### src/rtl/adc_acq_sequencer_if.sv
// ---------------------------------------------------------------------------
// adc_acq_sequencer_if
// Bundles the signals between the ADC acquisition sequencer, its requester
// (SPGD update core) and the ADC front end. The clock and reset stay as plain
// ports on the sequencer.
//
//   enable        requester -> seq   block enable; low forces STOPPED
//   meas_req      requester -> seq   measurement request (sampled in IDLE)
//   busy          seq -> requester   high except in STOPPED and IDLE
//   metric        seq -> requester   averaged result
//   metric_valid  seq -> requester   result available, held until accepted
//   metric_ready  requester -> seq   result accepted
//   timeout_err   seq -> requester   sticky conversion-timeout flag
//   err_clr       requester -> seq   clears timeout_err
//   adc_start     seq -> ADC         one-cycle conversion start pulse
//   adc_done      ADC -> seq         conversion complete, adc_data valid
//   adc_data      ADC -> seq         conversion result
//   reg_write     seq -> ADC         one-cycle strobe per accepted sample
//   reg_rst       seq -> ADC         result-register reset (STOPPED)
//   adc_rst       seq -> ADC         ADC reset
//
// The master modport is the sequencer view; slave is the environment view.
// ---------------------------------------------------------------------------
interface adc_acq_sequencer_if #(
  parameter int DATA_W = 14
);
  logic              enable;
  logic              meas_req;
  logic              busy;
  logic              adc_start;
  logic              adc_done;
  logic [DATA_W-1:0] adc_data;
  logic              reg_write;
  logic              reg_rst;
  logic              adc_rst;
  logic [DATA_W-1:0] metric;
  logic              metric_valid;
  logic              metric_ready;
  logic              timeout_err;
  logic              err_clr;

  modport master (
    input  enable, meas_req, adc_done, adc_data, metric_ready, err_clr,
    output busy, adc_start, reg_write, reg_rst, adc_rst, metric,
           metric_valid, timeout_err
  );

  modport slave (
    output enable, meas_req, adc_done, adc_data, metric_ready, err_clr,
    input  busy, adc_start, reg_write, reg_rst, adc_rst, metric,
           metric_valid, timeout_err
  );
endinterface

### src/rtl/adc_acq_sequencer.sv
// ---------------------------------------------------------------------------
// adc_acq_sequencer
// Runs one SPGD metric measurement: waits SETTLE_CYC cycles after a request,
// takes 2^AVG_LOG2 ADC conversions (each guarded by a TIMEOUT_CYC watchdog),
// and presents the truncated average on a valid/ready handshake.
//
// Ports:
//   adc_clk  clock, all logic on its rising edge
//   rst_n    synchronous active-low reset
//   bus      adc_acq_sequencer_if.master (request/result handshake, ADC
//            strobes, error flag)
// ---------------------------------------------------------------------------
module adc_acq_sequencer #(
  parameter int DATA_W      = 14,
  parameter int AVG_LOG2    = 3,
  parameter int SETTLE_CYC  = 100,
  parameter int TIMEOUT_CYC = 1000,
  parameter int CNT_W       = 16
) (
  input logic                  adc_clk,
  input logic                  rst_n,
  adc_acq_sequencer_if.master  bus
);

  localparam int ACC_W  = DATA_W + AVG_LOG2;
  localparam int SCNT_W = AVG_LOG2 + 1;
  localparam int NSAMP  = 1 << AVG_LOG2;

  localparam logic [CNT_W-1:0]  SETTLE_LAST  = CNT_W'((SETTLE_CYC > 0) ? SETTLE_CYC - 1 : 0);
  localparam logic [CNT_W-1:0]  TIMEOUT_LAST = CNT_W'(TIMEOUT_CYC - 1);
  localparam logic [SCNT_W-1:0] SCNT_FULL    = SCNT_W'(NSAMP);

  typedef enum logic [3:0] {
    ST_STOPPED,
    ST_IDLE,
    ST_SETTLE,
    ST_START,
    ST_WAIT,
    ST_CAPTURE,
    ST_RECOVER,
    ST_DONE,
    ST_ABORT
  } state_t;

  state_t              state_q, state_d;
  logic [CNT_W-1:0]    cnt_q,   cnt_d;
  logic [ACC_W-1:0]    acc_q,   acc_d;
  logic [SCNT_W-1:0]   scnt_q,  scnt_d;
  logic                err_q,   err_d;

  // Truncating average: dropping the AVG_LOG2 LSBs divides by the sample count.
  function automatic logic [DATA_W-1:0] avg_trunc(input logic [ACC_W-1:0] acc);
    return acc[ACC_W-1:AVG_LOG2];
  endfunction

  always_comb begin
    state_d = state_q;
    cnt_d   = cnt_q;
    acc_d   = acc_q;
    scnt_d  = scnt_q;
    err_d   = err_q;

    if (bus.err_clr) err_d = 1'b0;

    case (state_q)
      ST_STOPPED: begin
        acc_d  = '0;
        scnt_d = '0;
        cnt_d  = '0;
        if (bus.enable) state_d = ST_IDLE;
      end
      ST_IDLE: begin
        if (bus.meas_req) begin
          acc_d   = '0;
          scnt_d  = '0;
          cnt_d   = '0;
          state_d = (SETTLE_CYC == 0) ? ST_START : ST_SETTLE;
        end
      end
      ST_SETTLE: begin
        if (cnt_q == SETTLE_LAST) state_d = ST_START;
        else                      cnt_d   = cnt_q + CNT_W'(1);
      end
      ST_START: begin
        cnt_d   = '0;
        state_d = ST_WAIT;
      end
      ST_WAIT: begin
        // adc_done takes priority over an expiring timeout in the same cycle.
        if (bus.adc_done) begin
          acc_d   = acc_q + ACC_W'(bus.adc_data);
          state_d = ST_CAPTURE;
        end else if (cnt_q == TIMEOUT_LAST) begin
          state_d = ST_ABORT;
        end else begin
          cnt_d = cnt_q + CNT_W'(1);
        end
      end
      ST_CAPTURE: begin
        scnt_d  = scnt_q + SCNT_W'(1);
        state_d = ST_RECOVER;
      end
      ST_RECOVER: begin
        state_d = (scnt_q == SCNT_FULL) ? ST_DONE : ST_START;
      end
      ST_DONE: begin
        if (bus.metric_ready) state_d = ST_IDLE;
      end
      ST_ABORT: begin
        // Set overrides a simultaneous err_clr.
        err_d   = 1'b1;
        state_d = ST_IDLE;
      end
      default: state_d = ST_STOPPED;
    endcase

    // Disable aborts any measurement in progress; the error flag survives.
    if (!bus.enable) begin
      state_d = ST_STOPPED;
      acc_d   = '0;
      scnt_d  = '0;
      cnt_d   = '0;
    end
  end

  always_ff @(posedge adc_clk) begin
    if (!rst_n) begin
      state_q <= ST_STOPPED;
      cnt_q   <= '0;
      acc_q   <= '0;
      scnt_q  <= '0;
      err_q   <= 1'b0;
    end else begin
      state_q <= state_d;
      cnt_q   <= cnt_d;
      acc_q   <= acc_d;
      scnt_q  <= scnt_d;
      err_q   <= err_d;
    end
  end

  // Moore outputs decoded from the registered state.
  assign bus.busy         = !(state_q inside {ST_STOPPED, ST_IDLE});
  assign bus.adc_start    = (state_q == ST_START);
  assign bus.reg_write    = (state_q == ST_CAPTURE);
  assign bus.reg_rst      = (state_q == ST_STOPPED);
  assign bus.adc_rst      = (state_q inside {ST_STOPPED, ST_RECOVER, ST_ABORT});
  assign bus.metric_valid = (state_q == ST_DONE);
  assign bus.metric       = avg_trunc(acc_q);
  assign bus.timeout_err  = err_q;

endmodule

### src/flat_wrapper.sv
// flat-port wrapper written by rule: the top's interface ports become plain ports
module adc_acq_sequencer_flat 
#(
  parameter int DATA_W      = 14,
  parameter int AVG_LOG2    = 3,
  parameter int SETTLE_CYC  = 100,
  parameter int TIMEOUT_CYC = 1000,
  parameter int CNT_W       = 16
)
  (adc_clk, rst_n, bus_enable, bus_meas_req, bus_adc_done, bus_adc_data, bus_metric_ready, bus_err_clr, bus_busy, bus_adc_start, bus_reg_write, bus_reg_rst, bus_adc_rst, bus_metric, bus_metric_valid, bus_timeout_err);
  adc_acq_sequencer_if #(.DATA_W(DATA_W)) bus_i ();
  input logic adc_clk;
  input logic rst_n;
  input wire logic [$bits(bus_i.enable)-1:0] bus_enable;
  input wire logic [$bits(bus_i.meas_req)-1:0] bus_meas_req;
  input wire logic [$bits(bus_i.adc_done)-1:0] bus_adc_done;
  input wire logic [$bits(bus_i.adc_data)-1:0] bus_adc_data;
  input wire logic [$bits(bus_i.metric_ready)-1:0] bus_metric_ready;
  input wire logic [$bits(bus_i.err_clr)-1:0] bus_err_clr;
  output wire logic [$bits(bus_i.busy)-1:0] bus_busy;
  output wire logic [$bits(bus_i.adc_start)-1:0] bus_adc_start;
  output wire logic [$bits(bus_i.reg_write)-1:0] bus_reg_write;
  output wire logic [$bits(bus_i.reg_rst)-1:0] bus_reg_rst;
  output wire logic [$bits(bus_i.adc_rst)-1:0] bus_adc_rst;
  output wire logic [$bits(bus_i.metric)-1:0] bus_metric;
  output wire logic [$bits(bus_i.metric_valid)-1:0] bus_metric_valid;
  output wire logic [$bits(bus_i.timeout_err)-1:0] bus_timeout_err;
  assign bus_i.enable = bus_enable;
  assign bus_i.meas_req = bus_meas_req;
  assign bus_i.adc_done = bus_adc_done;
  assign bus_i.adc_data = bus_adc_data;
  assign bus_i.metric_ready = bus_metric_ready;
  assign bus_i.err_clr = bus_err_clr;
  assign bus_busy = bus_i.busy;
  assign bus_adc_start = bus_i.adc_start;
  assign bus_reg_write = bus_i.reg_write;
  assign bus_reg_rst = bus_i.reg_rst;
  assign bus_adc_rst = bus_i.adc_rst;
  assign bus_metric = bus_i.metric;
  assign bus_metric_valid = bus_i.metric_valid;
  assign bus_timeout_err = bus_i.timeout_err;
  adc_acq_sequencer #(.DATA_W(DATA_W), .AVG_LOG2(AVG_LOG2), .SETTLE_CYC(SETTLE_CYC), .TIMEOUT_CYC(TIMEOUT_CYC), .CNT_W(CNT_W)) u_core (.adc_clk(adc_clk), .rst_n(rst_n), .bus(bus_i));
endmodule
### config.mk
export PLATFORM = sky130hd
export DESIGN_NAME = adc_acq_sequencer_flat
export DESIGN_NICKNAME = d
export VERILOG_FILES = /design/src/rtl/adc_acq_sequencer_if.sv /design/src/rtl/adc_acq_sequencer.sv /design/src/flat_wrapper.sv
export SDC_FILE = /design/constraint.sdc
export NUM_CORES = 1
export LEC_CHECK = 0
export BUFFER_PORTS_ARGS = -buffer_cell sky130_fd_sc_hd__buf_2
export CAP_MARGIN = 20
export CORE_UTILIZATION = 45
export CTS_CLUSTER_DIAMETER = 150
export DETAILED_ROUTE_END_ITERATION = 8
export GPL_ROUTABILITY_DRIVEN = 0
export MAX_ROUTING_LAYER = met4
export PLACE_DENSITY = 0.68
export REMOVE_ABC_BUFFERS = 1
export SLEW_MARGIN = 20
export SYNTH_ARGS = -nofsm -noshare
export SYNTH_HDL_FRONTEND = slang
export SYNTH_SLANG_ARGS = --single-unit
### constraint.sdc
create_clock -name adc_clk -period 2.45 [get_ports adc_clk]
set_clock_uncertainty 0.2 [all_clocks]
set_input_delay 0.245 -clock adc_clk [delete_from_list [all_inputs] [get_ports adc_clk]]
set_output_delay 0.245 -clock adc_clk [all_outputs]
set_load 0.01 [all_outputs]
## Word-level counts from Yosys, hierarchy flattened

Cells that the tools add are included.

| operators by class | value |
|---|---|
| add/subtract/negate cells | 3 |
| multiply operators | 0 |
| div/mod/pow operators | 0 |
| order comparisons | 0 |
| equality and inequality tests | 19 |
| shift-type cells | 0 |
| multiplexer cells | 19 |
| bitwise logic cells | 0 |
| reduce and logical (&&, ||, !) cells | 15 |

Operators with widths:

| kind | count |
|---|---|
| 16-bit two-way mux | 4 |
| 16-bit case mux with 4 select lines | 1 |
| 17-bit case mux with 3 select lines | 1 |
| 17-bit two-way mux | 2 |
| 4-bit case mux with 8 select lines | 1 |
| 4-bit two-way mux | 6 |
| 17-bit by 14-bit adder with 17-bit output | 1 |
| 16-bit by 1-bit adder with 16-bit output (second input constant) | 1 |
| 16-bit by 10-bit equality test with 1-bit output (second input constant) | 1 |
| 16-bit by 7-bit equality test with 1-bit output (second input constant) | 1 |
| 4-bit by 3-bit equality test with 1-bit output (second input constant) | 4 |
| 2-bit != test (second input constant) | 6 |
| 4-bit case mux with 3 select lines | 1 |
| 3-bit nonzero test | 3 |
| 4-bit by 2-bit equality test with 1-bit output (second input constant) | 2 |
| 4-bit equality test (second input constant) | 2 |
| 5-bit AND reduction | 1 |
| 4-bit by 1-bit adder with 4-bit output (second input constant) | 1 |
| 4-bit by 1-bit equality test with 1-bit output (second input constant) | 1 |
| 4-bit zero test | 1 |
| 2-bit AND reduction | 2 |
| 4-bit AND reduction | 1 |
| 2-bit nonzero test | 2 |
| 4-bit nonzero test | 1 |
| other kinds (7) | 9 |

| word-level totals | value |
|---|---|
| flip-flop bits (word level) | 42 |
| bits in latches | 0 |
| bits in writable memories | 0 |
| bits in read-only memories | 0 |
| output and inout port bits | 21 |
| logic and storage cells | 61 |
| memories | 0 |

## Longest topological paths before layout

| depth | value |
|---|---|
| word-level depth | 4 |
| depth in mapped cells | 10 |
| depth with buffers taken out | 10 |

## Worst setup path before layout

No wires, ideal clock.

| path | value |
|---|---|
| path type | register -> register |
| start | reg u_core.acc_q[6] |
| end | reg u_core.acc_q[13] |
| data arrival time | 2.196 ns |
| required time | 2.133 ns |
| slack | -0.064 ns |
| stages on the path, launching flop included | 8 |
| cell sequence | dfxtp_1 -> ha_1 -> a2111o_1 -> or3_1 -> o211ai_2 -> a21oi_2 -> or3_1 -> a32o_1 |

| between the ends | value |
|---|---|
| word-level cells in the longest chain between the ends | 3 |

RTL lines:

| item | line | text |
|---|---|---|
| start, declared | adc_acq_sequencer.sv:47 | `logic [ACC_W-1:0] acc_q, acc_d;` |
| start signal, assigned | adc_acq_sequencer.sv:130 | `acc_q <= '0;` |
| start signal, assigned | adc_acq_sequencer.sv:136 | `acc_q <= acc_d;` |
| 17-bit by 14-bit adder with 17-bit output | adc_acq_sequencer.sv:91 | `acc_d = acc_q + ACC_W'(bus.adc_data);` |
| 17-bit two-way mux | adc_acq_sequencer.sv:90 | `if (bus.adc_done) begin` |
| 17-bit case mux with 3 select lines | adc_acq_sequencer.sv:65 | `case (state_q)` |

No other way between the ends. The select of a mux whose other input is x is not followed.
A chain may end at the register's enable or synchronous reset.

## Worst setup path in the final report

| path | value |
|---|---|
| start | reg u_core.acc_q[0] |
| end | reg u_core.acc_q[16] |

Same word-level chain as after synthesis.

==> key figures <==
Synth
  • Largest cells by area after synthesis: dfxtp_1, ha_1, nor2_1, xnor2_1, xor2_1
  • Per-instance average area after synthesis: 8.06 µm²
  • EDFF count, synth: 0
  • Number of distinct library cells after synthesis: 47
  • Dominant combinational cell family by area after synthesis: simple AND/OR/NAND/NOR gates
  • Simple-gate share of the synthesized area: 25.2%
  • Syn Inst Count: 334
  • Post-synthesis sequential element count: 42
  • Total of warnings raised by yosys: 0
  • Adder and majority cell fraction of the synthesized area: 8.65%
  • Multiplexer share of the synthesized area: 0%
  • Register area share after synthesis: 31.2%
  • Combined area of all synthesized cells: 2690 µm²
  • Post-synthesis xor/xnor area fraction: 9.11%
  • Complex-gate fraction of the synthesized area: 18.5%
  • Post-synthesis cell type with the largest combined area: dfxtp_1
  • Dominant synthesized flop cell: dfxtp_1
  • Area share of the leading cell type in the synthesized netlist: 31.2%
  • Share of synthesized registers carrying an async set or reset: 0%

Clock tree
  • Largest buffer count on any clock path: 2
  • CTS Root Cell: clkbuf_8
  • Clock tree from TritonCTS: yes
  • Clock edge transition at the registers on the reported setup and hold paths: 80 ps
  • CTS Buf Count: 5
  • Later-pin clock latency in the skew report: 290 ps
  • Deepest level of the CTS H-tree: 2
  • Sinks on the clock net: 42

Setup path
  • Start-to-end type of the worst setup path: reg -> reg
  • Critical path, cell by cell: ha_4, inv_2, fa_2, nor2b_2, nor2_1, o22a_1, a211o_1, a2111oi_4, xnor2_1, nor2_1
  • Logic depth of the worst path, buffers included: 10
  • Critical path's top delay family: compound AO/OA/AOI/OAI gates
  • Reg2Reg Depth: 10
  • Worst endpoint required time: 2430 ps
  • Crit Path Max Fanout: 3
  • Slowest cell delay on critical path: 380 ps
  • Crit-path slowest cell: a2111oi_4
  • Most numerous cell on the critical path: nor2_1
  • Arrival time of the worst setup path: 2460 ps
  • Critical path buffers and inverters: 1
  • Kind of start point of the critical path: register
  • Crit. End Element: register

Die
  • Core region area: 5640 µm²
  • Initial core utilization: 47.7%
  • Cell Rows: 27
  • I/O pin count: 42
  • Floorplan die height: 79.3 µm
  • Overall die width: 79.3 µm
  • Die footprint: 6290 µm²

Route
  • Antenna Nets Post-Route: 0
  • Drt pass-1 iters: 4
  • Number of DRC markers in iteration 0: 109
  • Aggregate routed wire length: 6160 µm
  • Via total after detailed routing: 2,465
  • Average detailed-routed wire length per instance: 13.2 µm
  • Residual DRC count: 0
  • Routed via count divided by cell count: 5.29

Timing
  • Pins Over Slew Limit: 0
  • Pin slew with the least headroom to its limit: 473 ps
  • Final worst-path setup slack: -34.9 ps
  • Hold Slack: 62.8 ps
  • Final setup violation count: 2
  • Fmax: 0.402 GHz
  • Final min period: 2480 ps
  • Hold Violations, Final: 0
  • Slew margin rel.: 68.3%
  • Unrepaired setup endpoints after global routing: yes
  • Final period utilization: 101%

Global routing
  • Maximum number of pins on one net before global-route repair: 17
  • Global-route total usage across every layer: 22.3%
  • Grt total ovfl: 0
  • Number of antenna violations at the first check in global routing: 0
  • Global-route wire length before repair: 10,800 µm
  • Via count of the first global-routing pass: 2,378

Finish
  • Filler Cells Inserted: 524
  • Post-route cell area: 3310 µm²
  • Syn-to-layout area delta: 23.1%
  • Commonest cells after routing, fill and taps aside: nor2_1, buf_2, dfxtp_1
  • Antenna diodes: 0
  • Share of post-route cells with drive strength above 1: 25.6%
  • Most frequent standard cell in the layout excluding fill and tap cells: nor2_1
  • Net count reported at finish: 432
  • Final core area utilization: 58.7%

Status
  • Result of the run: finished with violations
  • Violations in the final reports: negative setup slack

Placement
  • Post-detailed-placement cell area: 3030 µm²
  • Placed wire-length estimate: 4380 µm
  • Number of port buffers: 41

Hold path
  • Worst hold path class: in -> reg
  • Worst Hold Depth: 3

Power and ir drop
  • Static leakage: 1.38 nW
  • Total chip power: 0.00137 W
  • Maximum vdd drop: 209 µV
  • Power per cell area: 413 nW/µm²

Job
  • Max-capacitance violation count: 0
[worst reg2reg max path: cells and delay by family, from the launching register on]
kind	cells	cell delay, ps
adder cells (fa/ha/maj)	2	470
flip-flops	1	350
AO/OA/AOI/OAI	3	930
XOR/XNOR	1	150
buffers and inverters	1	30
AND/OR/NAND/NOR	3	240
[synth_stat cells (5+ instances only)]
library cell  number
and3_1             6
nand3_1           10
dfxtp_1           42
nor3_1            10
or3_1              6
a22oi_1            6
buf_4             14
nand2b_1           5
a22o_1             6
nor4b_1            5
xor2_1            13
nand2_1           20
ha_1              17
nand4_1            6
clkbuf_1           8
nor2b_1            6
nor2_1            55
a21oi_1           17
xnor2_1           15
inv_1             13
o21ai_0           10
[registers in the layout (all words and copies together), names as in the netlist]
register / count
u_core.acc_q: 17
u_core.bus.timeout_err: 1
u_core.cnt_q: 16
u_core.scnt_q: 4
u_core.state_q: 4
[cells by family (layout without fill, tap and decap cells)]
family | count (synthesis) | count (layout)
flops | 42 | 42
compound gates | 71 | 71
simple gates | 138 | 138
buf+inv | 37 | 97
fa+ha+maj | 18 | 18
xor+xnor | 28 | 28
[area by class of cell]
cell class              count  area [µm²]  share of cell area [%]
repair buffers             76         473                    14.3
multi-input cells         255        1750                    52.8
well taps                  72        90.1                    2.72
clock inverters             1        30.0                   0.906
clock buffers               7        76.3                    2.30
flip-flops and latches     42         846                    25.5
inverters                  13        48.8                    1.47
[report_power, final]
| part | internal, W | leakage (nW) | switching, W |
|---|---|---|---|
| registers | 0.000684 | 0.341 | 0.00000318 |
| logic | 0.0000630 | 0.986 | 0.0000725 |
| clock network | 0.000305 | 0.0524 | 0.000241 |
| total | 0.00105 | 1.38 | 0.000316 |
[final timing paths]
check / end / start / slack, ps
setup / recovery: u_core.acc_q[16] / u_core.acc_q[0] / -30
hold / removal: u_core.bus.timeout_err / bus_err_clr / 60
setup reg to reg: u_core.acc_q[16] / u_core.acc_q[0] / -30
hold reg to reg: u_core.cnt_q[1] / u_core.cnt_q[1] / 290
[through the flow]
step / instances / setup WS (ps) / TNS [ps]
final: 466 / -34.9 / -61.1
after global routing: 466 / -120 / -277
after CTS: 465 / -18.7 / -34.3
after detailed placement: 448 / -198 / -356
after global placement: 448 / -119 / -203
after floorplan: 310 / -104 / -106
[per-layer routing]
metal / vias to the layer above / GRT usage [%] / routed length [µm]
li1: 1293 / - / -
met1: 1118 / 28.8 / 3100
met2: 48 / 35.3 / 2770
met3: 6 / 3.91 / 213
met4: 0 / 7.64 / 78
met5: - / - / 0
[what timing repair did]
action / in CTS / in global routing
hold endpoints to repair: 2 / 0
pin swaps: 10 / 6
hold buffers: 2 / 0
resized for setup: 14 / 9
setup endpoints to repair: 4 / 12
buffers inserted: 7 / 1
Power figures use the tool's default switching activity.
